--- config.mk ---
export PLATFORM = sky130hd
export DESIGN_NAME = srt_div_arbiter_flat
export DESIGN_NICKNAME = d
export VERILOG_FILES = /design/src/rtl/srt_div_arbiter_if.sv /design/src/rtl/srt_div_arbiter.sv /design/src/flat_wrapper.sv
export SDC_FILE = /design/constraint.sdc
export NUM_CORES = 1
export LEC_CHECK = 0
export ABC_AREA = 0
export CAP_MARGIN = 20
export CORE_AREA = 2 2 74 76
export DETAILED_ROUTE_END_ITERATION = 12
export DIE_AREA = 0 0 76 78
export GPL_TIMING_DRIVEN = 0
export PLACE_DENSITY = 0.77
export SYNTH_ARGS = -nofsm -noshare
export SYNTH_HDL_FRONTEND = slang
export SYNTH_SLANG_ARGS = --single-unit
export TNS_END_PERCENT = 5
--- constraint.sdc ---
create_clock -name clk -period 2.2 [get_ports clk]
set_clock_uncertainty 0.05 [all_clocks]
set_input_delay 0.22 -clock clk [delete_from_list [all_inputs] [get_ports clk]]
set_output_delay 0.22 -clock clk [all_outputs]
set_load 0.05 [all_outputs]
--- src/rtl/srt_div_arbiter_if.sv ---
// Requester, SRT datapath and response signals of srt_div_arbiter.
// slave = arbiter side, master = requesters/datapath/response consumer side.
interface srt_div_arbiter_if;
  logic [3:0]  req;
  logic [23:0] req_n;
  logic [23:0] req_d;
  logic [3:0]  gnt;
  logic        div_start;
  logic [5:0]  div_n;
  logic [5:0]  div_d;
  logic        div_done;
  logic [5:0]  div_q;
  logic [3:0]  div_r;
  logic        resp_valid;
  logic        resp_ready;
  logic [1:0]  resp_id;
  logic [5:0]  resp_q;
  logic [3:0]  resp_r;
  logic        resp_err;

  modport slave (
    input  req, req_n, req_d, div_done, div_q, div_r, resp_ready,
    output gnt, div_start, div_n, div_d, resp_valid, resp_id, resp_q, resp_r, resp_err
  );

  modport master (
    output req, req_n, req_d, div_done, div_q, div_r, resp_ready,
    input  gnt, div_start, div_n, div_d, resp_valid, resp_id, resp_q, resp_r, resp_err
  );
endinterface

--- src/rtl/srt_div_arbiter.sv ---
// Round-robin arbiter sharing one SRT radix-4 divider among four requesters.
// Define SRT_DIV_ARB_TIMEOUT_EN to abort a WAIT lasting 16 cycles with resp_err.
module srt_div_arbiter (
    input logic clk,
    input logic resetn,
    srt_div_arbiter_if.slave bus
);

    typedef enum logic [1:0] {IDLE, ISSUE, WAIT, RESP} state_t;

    state_t     state;
    logic [1:0] ptr;
    logic [1:0] cur_id;
    logic [3:0] gnt_r;
    logic       div_start_r;
    logic [5:0] div_n_r;
    logic [5:0] div_d_r;
    logic       resp_valid_r;
    logic [1:0] resp_id_r;
    logic [5:0] resp_q_r;
    logic [3:0] resp_r_r;
    logic       resp_err_r;
`ifdef SRT_DIV_ARB_TIMEOUT_EN
    logic [4:0] tmo_cnt;
`endif

    logic       win_found;
    logic [1:0] win_idx;
    logic [1:0] idx;
    logic [5:0] win_n;
    logic [5:0] win_d;
    logic       win_legal;

    // Search starts just above the last served requester and wraps back to it.
    always_comb begin
        win_found = 1'b0;
        win_idx   = '0;
        idx       = '0;
        for (int unsigned i = 1; i <= 4; i++) begin
            idx = ptr + 2'(i);
            if (!win_found && bus.req[idx]) begin
                win_found = 1'b1;
                win_idx   = idx;
            end
        end
    end

    always_comb begin
        win_n = '0;
        win_d = '0;
        case (win_idx)
            2'd0: begin win_n = bus.req_n[5:0];   win_d = bus.req_d[5:0];   end
            2'd1: begin win_n = bus.req_n[11:6];  win_d = bus.req_d[11:6];  end
            2'd2: begin win_n = bus.req_n[17:12]; win_d = bus.req_d[17:12]; end
            default: begin win_n = bus.req_n[23:18]; win_d = bus.req_d[23:18]; end
        endcase
        win_legal = (win_d[5:2] >= 4'd4) && (win_d[5:2] <= 4'd8);
    end

    always_ff @(posedge clk) begin
        if (!resetn) begin
            state        <= IDLE;
            ptr          <= 2'd3;
            cur_id       <= '0;
            gnt_r        <= '0;
            div_start_r  <= 1'b0;
            div_n_r      <= '0;
            div_d_r      <= '0;
            resp_valid_r <= 1'b0;
            resp_id_r    <= '0;
            resp_q_r     <= '0;
            resp_r_r     <= '0;
            resp_err_r   <= 1'b0;
`ifdef SRT_DIV_ARB_TIMEOUT_EN
            tmo_cnt      <= '0;
`endif
        end else begin
            case (state)
                IDLE: begin
                    if (win_found) begin
                        // Grant and start are registered here so they appear in ISSUE.
                        cur_id      <= win_idx;
                        div_n_r     <= win_n;
                        div_d_r     <= win_d;
                        gnt_r       <= 4'b0001 << win_idx;
                        div_start_r <= win_legal;
                        state       <= ISSUE;
                    end
                end
                ISSUE: begin
                    gnt_r       <= '0;
                    div_start_r <= 1'b0;
                    if (div_start_r) begin
                        state <= WAIT;
`ifdef SRT_DIV_ARB_TIMEOUT_EN
                        tmo_cnt <= '0;
`endif
                    end else begin
                        resp_valid_r <= 1'b1;
                        resp_id_r    <= cur_id;
                        resp_q_r     <= '0;
                        resp_r_r     <= '0;
                        resp_err_r   <= 1'b1;
                        state        <= RESP;
                    end
                end
                WAIT: begin
`ifdef SRT_DIV_ARB_TIMEOUT_EN
                    tmo_cnt <= tmo_cnt + 5'd1;
`endif
                    if (bus.div_done) begin
                        resp_valid_r <= 1'b1;
                        resp_id_r    <= cur_id;
                        resp_q_r     <= bus.div_q;
                        resp_r_r     <= bus.div_r;
                        resp_err_r   <= 1'b0;
                        state        <= RESP;
                    end
`ifdef SRT_DIV_ARB_TIMEOUT_EN
                    // A count of 15 here means this is the 16th WAIT cycle.
                    else if (tmo_cnt == 5'd15) begin
                        resp_valid_r <= 1'b1;
                        resp_id_r    <= cur_id;
                        resp_q_r     <= '0;
                        resp_r_r     <= '0;
                        resp_err_r   <= 1'b1;
                        state        <= RESP;
                    end
`endif
                end
                RESP: begin
                    if (bus.resp_ready) begin
                        resp_valid_r <= 1'b0;
                        ptr          <= resp_id_r;
                        state        <= IDLE;
                    end
                end
                default: state <= IDLE;
            endcase
        end
    end

    assign bus.gnt        = gnt_r;
    assign bus.div_start  = div_start_r;
    assign bus.div_n      = div_n_r;
    assign bus.div_d      = div_d_r;
    assign bus.resp_valid = resp_valid_r;
    assign bus.resp_id    = resp_id_r;
    assign bus.resp_q     = resp_q_r;
    assign bus.resp_r     = resp_r_r;
    assign bus.resp_err   = resp_err_r;

endmodule

--- src/flat_wrapper.sv ---
// flat-port wrapper written by rule: the top's interface ports become plain ports
module srt_div_arbiter_flat 
  (clk, resetn, bus_req, bus_req_n, bus_req_d, bus_div_done, bus_div_q, bus_div_r, bus_resp_ready, bus_gnt, bus_div_start, bus_div_n, bus_div_d, bus_resp_valid, bus_resp_id, bus_resp_q, bus_resp_r, bus_resp_err);
  srt_div_arbiter_if bus_i ();
  input logic clk;
  input logic resetn;
  input wire logic [$bits(bus_i.req)-1:0] bus_req;
  input wire logic [$bits(bus_i.req_n)-1:0] bus_req_n;
  input wire logic [$bits(bus_i.req_d)-1:0] bus_req_d;
  input wire logic [$bits(bus_i.div_done)-1:0] bus_div_done;
  input wire logic [$bits(bus_i.div_q)-1:0] bus_div_q;
  input wire logic [$bits(bus_i.div_r)-1:0] bus_div_r;
  input wire logic [$bits(bus_i.resp_ready)-1:0] bus_resp_ready;
  output wire logic [$bits(bus_i.gnt)-1:0] bus_gnt;
  output wire logic [$bits(bus_i.div_start)-1:0] bus_div_start;
  output wire logic [$bits(bus_i.div_n)-1:0] bus_div_n;
  output wire logic [$bits(bus_i.div_d)-1:0] bus_div_d;
  output wire logic [$bits(bus_i.resp_valid)-1:0] bus_resp_valid;
  output wire logic [$bits(bus_i.resp_id)-1:0] bus_resp_id;
  output wire logic [$bits(bus_i.resp_q)-1:0] bus_resp_q;
  output wire logic [$bits(bus_i.resp_r)-1:0] bus_resp_r;
  output wire logic [$bits(bus_i.resp_err)-1:0] bus_resp_err;
  assign bus_i.req = bus_req;
  assign bus_i.req_n = bus_req_n;
  assign bus_i.req_d = bus_req_d;
  assign bus_i.div_done = bus_div_done;
  assign bus_i.div_q = bus_div_q;
  assign bus_i.div_r = bus_div_r;
  assign bus_i.resp_ready = bus_resp_ready;
  assign bus_gnt = bus_i.gnt;
  assign bus_div_start = bus_i.div_start;
  assign bus_div_n = bus_i.div_n;
  assign bus_div_d = bus_i.div_d;
  assign bus_resp_valid = bus_i.resp_valid;
  assign bus_resp_id = bus_i.resp_id;
  assign bus_resp_q = bus_i.resp_q;
  assign bus_resp_r = bus_i.resp_r;
  assign bus_resp_err = bus_i.resp_err;
  srt_div_arbiter u_core (.clk(clk), .resetn(resetn), .bus(bus_i));
endmodule
# [Word-level counts from Yosys, hierarchy flattened]
# Cells that the tools add are included.
[totals] latchBits=0 mem_bits_rw=0 input_bits=66 rom_bits=0 ff_bits=37 mem_count=0 out_inout_bits=31 wordCells=91
[op_classes] n_lt_le_gt_ge=6 mul=0 n_shift=1 n_bitwise=0 eq_ne=9 div_mod_pow=0 muxes=42 add_sub_neg=3 reduce_logical=18
[ops] op="$pmux 6 s3" n=2
[ops] op="$mux 2" n=9
[ops] op="$pmux 4 s2" n=2
[ops] op="$mux 1" n=14
[ops] op="$lt 2x3->1 const B" n=4
[ops] op="$mux 4" n=3
[ops] op="$mux 6" n=2
[ops] op="$pmux 6 s2" n=1
[ops] op="$bmux 1 s2" n=4
[ops] op="$pmux 2 s4" n=1
[ops] op="$eq 2x2->1 const B" n=3
[ops] op="$ne 2x2->1 const B" n=3
[ops] op="$reduce_and 2->1" n=3
[ops] op="$reduce_and 3->1" n=2
[ops] op="$add 2x2->2 const B" n=2
[ops] op="$eq 2x1->1 const B" n=2
[ops] op="$ge 4x3->1 const B" n=1
[ops] op="$le 4x4->1 const B" n=1
[ops] op="$logic_and 1x1->1" n=4
[ops] op="$logic_not 2->1" n=2
[ops] op="$pmux 1 s2" n=2
[ops] op="$pmux 2 s2" n=1
[ops] op="$reduce_and 4->1" n=1
[ops] op="$reduce_bool 2->1" n=2
[ops] op="other kinds (6)" n=8

# [Logic depth before layout (Yosys ltp)]
[depth] ltp_word=19 depth_mapped=9 ltp_nobuf=8

# [Least setup slack after synthesis]
# Ideal clock, no wire load.
[synth_timing] path_type="register -> register" startpoint="register u_core.ptr[0]" endpoint="register u_core.div_start_r, in the netlist u_core.bus.div_start" path_stages_with_launch=8 required_ps=2076 path_buffers=1 slack_ps=226 setup_ps=74 arrival_ps=1850 period_less_slack_ps=1974 path_cell_list="dfxtp_1 -> nand2b_1 -> a311oi_2 -> buf_4 -> mux2i_1 -> mux2i_1 -> or4b_1 -> a31oi_1"
[synth_between] elab_chain_cells=19 elab_cells_between_ends=36 cone_classes="add/sub: 3; order compare: 2; eq/ne: 3; mux: 19; reduce/logical: 9"
[synth_lines] item="start, declared" line="srt_div_arbiter.sv:12" rtl="logic [1:0] ptr;"
[synth_lines] item="start signal, assigned" line="srt_div_arbiter.sv:134" rtl="ptr <= resp_id_r;"
[synth_lines] item="$add 2x1->2" line="srt_div_arbiter.sv:40" rtl="idx = ptr + 2'(i);"
[synth_lines] item="$bmux 1 s2" line="srt_div_arbiter.sv:41" rtl="if (!win_found && bus.req[idx]) begin"
[synth_lines] item="$mux 1 (not written as such)" line="srt_div_arbiter.sv:41"
[synth_lines] item="$mux 1" line="srt_div_arbiter.sv:41"
[synth_lines] item="$logic_not 1->1" line="srt_div_arbiter.sv:41"
[synth_lines] item="$logic_and 1x1->1" line="srt_div_arbiter.sv:41"
[synth_lines] item="$mux 1" line="srt_div_arbiter.sv:41"
[synth_lines] item="$logic_not 1->1" line="srt_div_arbiter.sv:41"
[synth_lines] item="(+3 left out)"
[synth_lines] item="$logic_and 1x1->1" line="srt_div_arbiter.sv:41"
[synth_lines] item="$mux 2" line="srt_div_arbiter.sv:41"
[synth_lines] item="$eq 2x2->1 (tied with other cells)" line="srt_div_arbiter.sv:51" rtl="case (win_idx)"
[synth_lines] item="$pmux 6 s3" line="srt_div_arbiter.sv:51"
[synth_lines] item="$ge 4x3->1 / $le 4x4->1 (equally long branches)" line="srt_div_arbiter.sv:57" rtl="win_legal = (win_d[5:2] >= 4'd4) && (win_d[5:2] <= 4'd8);"
[synth_lines] item="$logic_and 1x1->1" line="srt_div_arbiter.sv:57"
[synth_lines] item="$mux 1" line="srt_div_arbiter.sv:80" rtl="if (win_found) begin"
[synth_lines] item="$pmux 1 s2" line="srt_div_arbiter.sv:78" rtl="case (state)"
[synth_lines] item="end signal, assigned" line="srt_div_arbiter.sv:86" rtl="div_start_r <= win_legal;"
[synth_lines] item="end, declared" line="srt_div_arbiter.sv:15" rtl="logic div_start_r;"
# Several ways; a longest one is shown, not always the timed one. The select of a mux whose other input is x is not followed.
# A chain may end at the register's enable or synchronous reset.

# [Worst setup path in the final report]
# Same ends and word-level chain as after synthesis.

==> results_dict.tcl <==
set metrics [dict create \
    status "finished clean" \
    period_needed_ns 2.156 \
    grt_usage 0.1950 \
    via_per_inst 4.864 \
    hold_viol_final 0 \
    startpoint_type "flop" \
    max_freq_ghz 0.4637 \
    clk_pin_slew_worst_paths_ns 0.07 \
    grt_pass1_vias 1937 \
    seq_area_frac_synth 0.3768 \
    worstPathMaxFanout 5 \
    endpoint_kind "flop" \
    finalNetCount 396 \
    core.rowCount 26 \
    final_core_util 0.6347 \
    synth_seq_cells 37 \
    ys_warn_count 0 \
    io_pins 97 \
    routed_wirelength_um 5485 \
    finalSetupViolations 0 \
    syn_to_final_growth_pct 62.83 \
    gp_congestion 0.7710 \
    vias 1931 \
    critical_path_class "flop to flop" \
    die_x_um 76 \
    core_mm2 0.005042 \
    clock-sinks 37 \
    start_util 0.3898 \
    firstDrtPassIters 4 \
    synth_cells 222 \
    clkLatencyLatePin_ns 0.28 \
    critical_path_arrival_ns 2.32 \
    layout_commonest_cell "clkdlybuf4s50_1" \
    netlist_area_mm2 0.001966 \
    drc 0 \
    numCtsBuffers 5 \
    fin_crit_sh 0.9802 \
    cts_tree "done" \
    die_y_um 78 \
    synth_top_area_share 0.3768 \
    diodes 0 \
    dp_hpwl_um 4195 \
    postPlaceCellArea_mm2 0.003004 \
    drive_above_1_share 0.1040 \
    postRouteAntennaNets 0 \
    synth_cell_types 32 \
    worstMarginPinSlew_ns 0.6006 \
    maxSlewHeadroom 0.5972 \
    synth_top_cell_by_area "dfxtp_1" \
    final_cell_mix "clkdlybuf4s50_1, nand2_1, dfxtp_1, mux2i_1, nor2b_1" \
    synth.net_count 292 \
    power.density_mw_per_mm2 1070 \
    required_ns 2.37 \
    wl_per_cell_um 13.82 \
    h-tree-depth 2 \
    p_leak_nw 1.192 \
    vdd_ir_drop_max_mv 0.4953 \
    maxCapViolations 0 \
    dieArea_mm2 0.005928 \
    fin_setup_tns_ns 0 \
    overflow 0 \
    clockBufferDepth 2 \
    drt_iter0_markers 87 \
    grt_max_degree 12 \
    maxSlewViolCount 0 \
    avgSynthCellArea_um2 8.854 \
    grt_pass1_wl_um 9328 \
    synth_area_leaders "dfxtp_1, mux2i_1, nand2_1, a21boi_0, nor2b_1" \
    holdBufCountCts 0 \
    antenna_found_initial 0 \
    final_cell_area_mm2 0.003201 \
    root_buffer "clkbuf_8" \
    hp-class "input pin to flop" \
    port_buffers 95 \
    rsz0062_at_grt "yes" \
]
-- per-layer routing --
metal / track usage / up-vias / routed length (um)
met3: 0.07209 / 6 / 484
li1: - / 989 / -
met5: 0 / - / 0
met2: 0.3196 / 71 / 2664
met4: 0.05455 / 0 / 55
met1: 0.2416 / 865 / 2281
-- state kept, by name (all words and copies together), names as in the netlist --
| name | flops |
|---|---|
| u_core.bus.div_d | 6 |
| u_core.bus.div_n | 6 |
| u_core.bus.div_start | 1 |
| u_core.bus.gnt | 4 |
| u_core.bus.resp_err | 1 |
| u_core.bus.resp_id | 2 |
| u_core.bus.resp_q | 6 |
| u_core.bus.resp_r | 4 |
| u_core.bus.resp_valid | 1 |
| u_core.cur_id | 2 |
| u_core.ptr | 2 |
| u_core.state | 2 |
-- repair_timing --
action	CTS	global route
setup buffers	1	0
pin swaps	1	2
setup endpoints to repair	14	17
gates cloned	1	0
resized for setup	10	15
-- metrics by stage --
stage	hold WS, ns	std cells	power [mW]	setup slack [ns]
after floorplan	0.3292	222	2.169	0.2259
after global placement	0.3991	387	2.763	-0.4167
after detailed placement	0.4080	387	2.784	-0.4576
after CTS	0.3174	397	3.422	0.03938
after global routing	0.3360	397	3.648	-0.04671
final	0.3181	397	3.425	0.04359
-- cell families (layout without fill, tap and decap cells) --
family / count (synthesis) / count (layout) / synth area share
and+or+nand+nor: 82 / 82 / 0.2081
adders and majority gates: 4 / 4 / 0.02546
AOI/OAI and AO/OA: 51 / 51 / 0.1910
DFF: 37 / 37 / 0.3768
buffers and inverters: 17 / 122 / 0.03565
muxes: 31 / 31 / 0.1630
-- final timing paths --
kind / from / to / slack (ns) / cells after the start
setup reg to reg: u_core.ptr[0] / u_core.bus.div_start / 0.04 / 7
hold reg to reg: u_core.bus.div_n[2] / u_core.bus.div_n[2] / 0.41 / 2
hold / removal: resetn / u_core.bus.div_n[0] / 0.32 / 2
setup / recovery: u_core.ptr[0] / u_core.bus.div_start / 0.04 / 7
-- critical path: stages (launching register included) --
cell	delay (ns)
dfxtp_2	0.34
nand2b_4	0.15
a311oi_4	0.35
buf_6	0.18
mux2i_1	0.20
mux2i_1	0.13
or4b_4	0.56
a31oi_1	0.13
-- final cells by class --
| class | count | area [um2] |
|---|---|---|
| buffer | 13 | 63.81 |
| multi-input combinational | 168 | 1214 |
| clock buffer | 7 | 86.33 |
| inverter | 4 | 15.01 |
| timing repair buffer | 97 | 960.9 |
| tap | 70 | 87.58 |
| sequential | 37 | 743.2 |
| clock inverter | 1 | 30.03 |
| fill | 451 | 1842 |
-- where the power goes --
group | internal [mW] | switching [mW] | total (mW)
combinational | 0.712 | 1.14 | 1.85
clock | 0.370 | 0.235 | 0.605
sequential | 0.854 | 0.116 | 0.970
-- synthesized netlist by cell type --
master and instances:
o21ai_0 6, mux2i_1 23, nor2_1 6, and2_1 4, ha_1 4, nand4b_1 1
and3_1 2, a21oi_1 3, dfxtp_1 37, mux2_2 8, a32oi_1 1, clkbuf_1 10
or2_1 1, o31ai_1 1, a22oi_1 11, a31oi_1 1, nor3_1 1, nor3b_1 2
nand2b_1 6, nor2b_1 17, a21boi_0 16, inv_1 4, o32ai_2 1, nand3_1 5
a311oi_2 1, a221oi_1 1, buf_4 1, or4b_1 1, o21ai_1 1, o211ai_1 8
nand2_1 36, buf_2 2
Power figures use the tool's default switching activity.
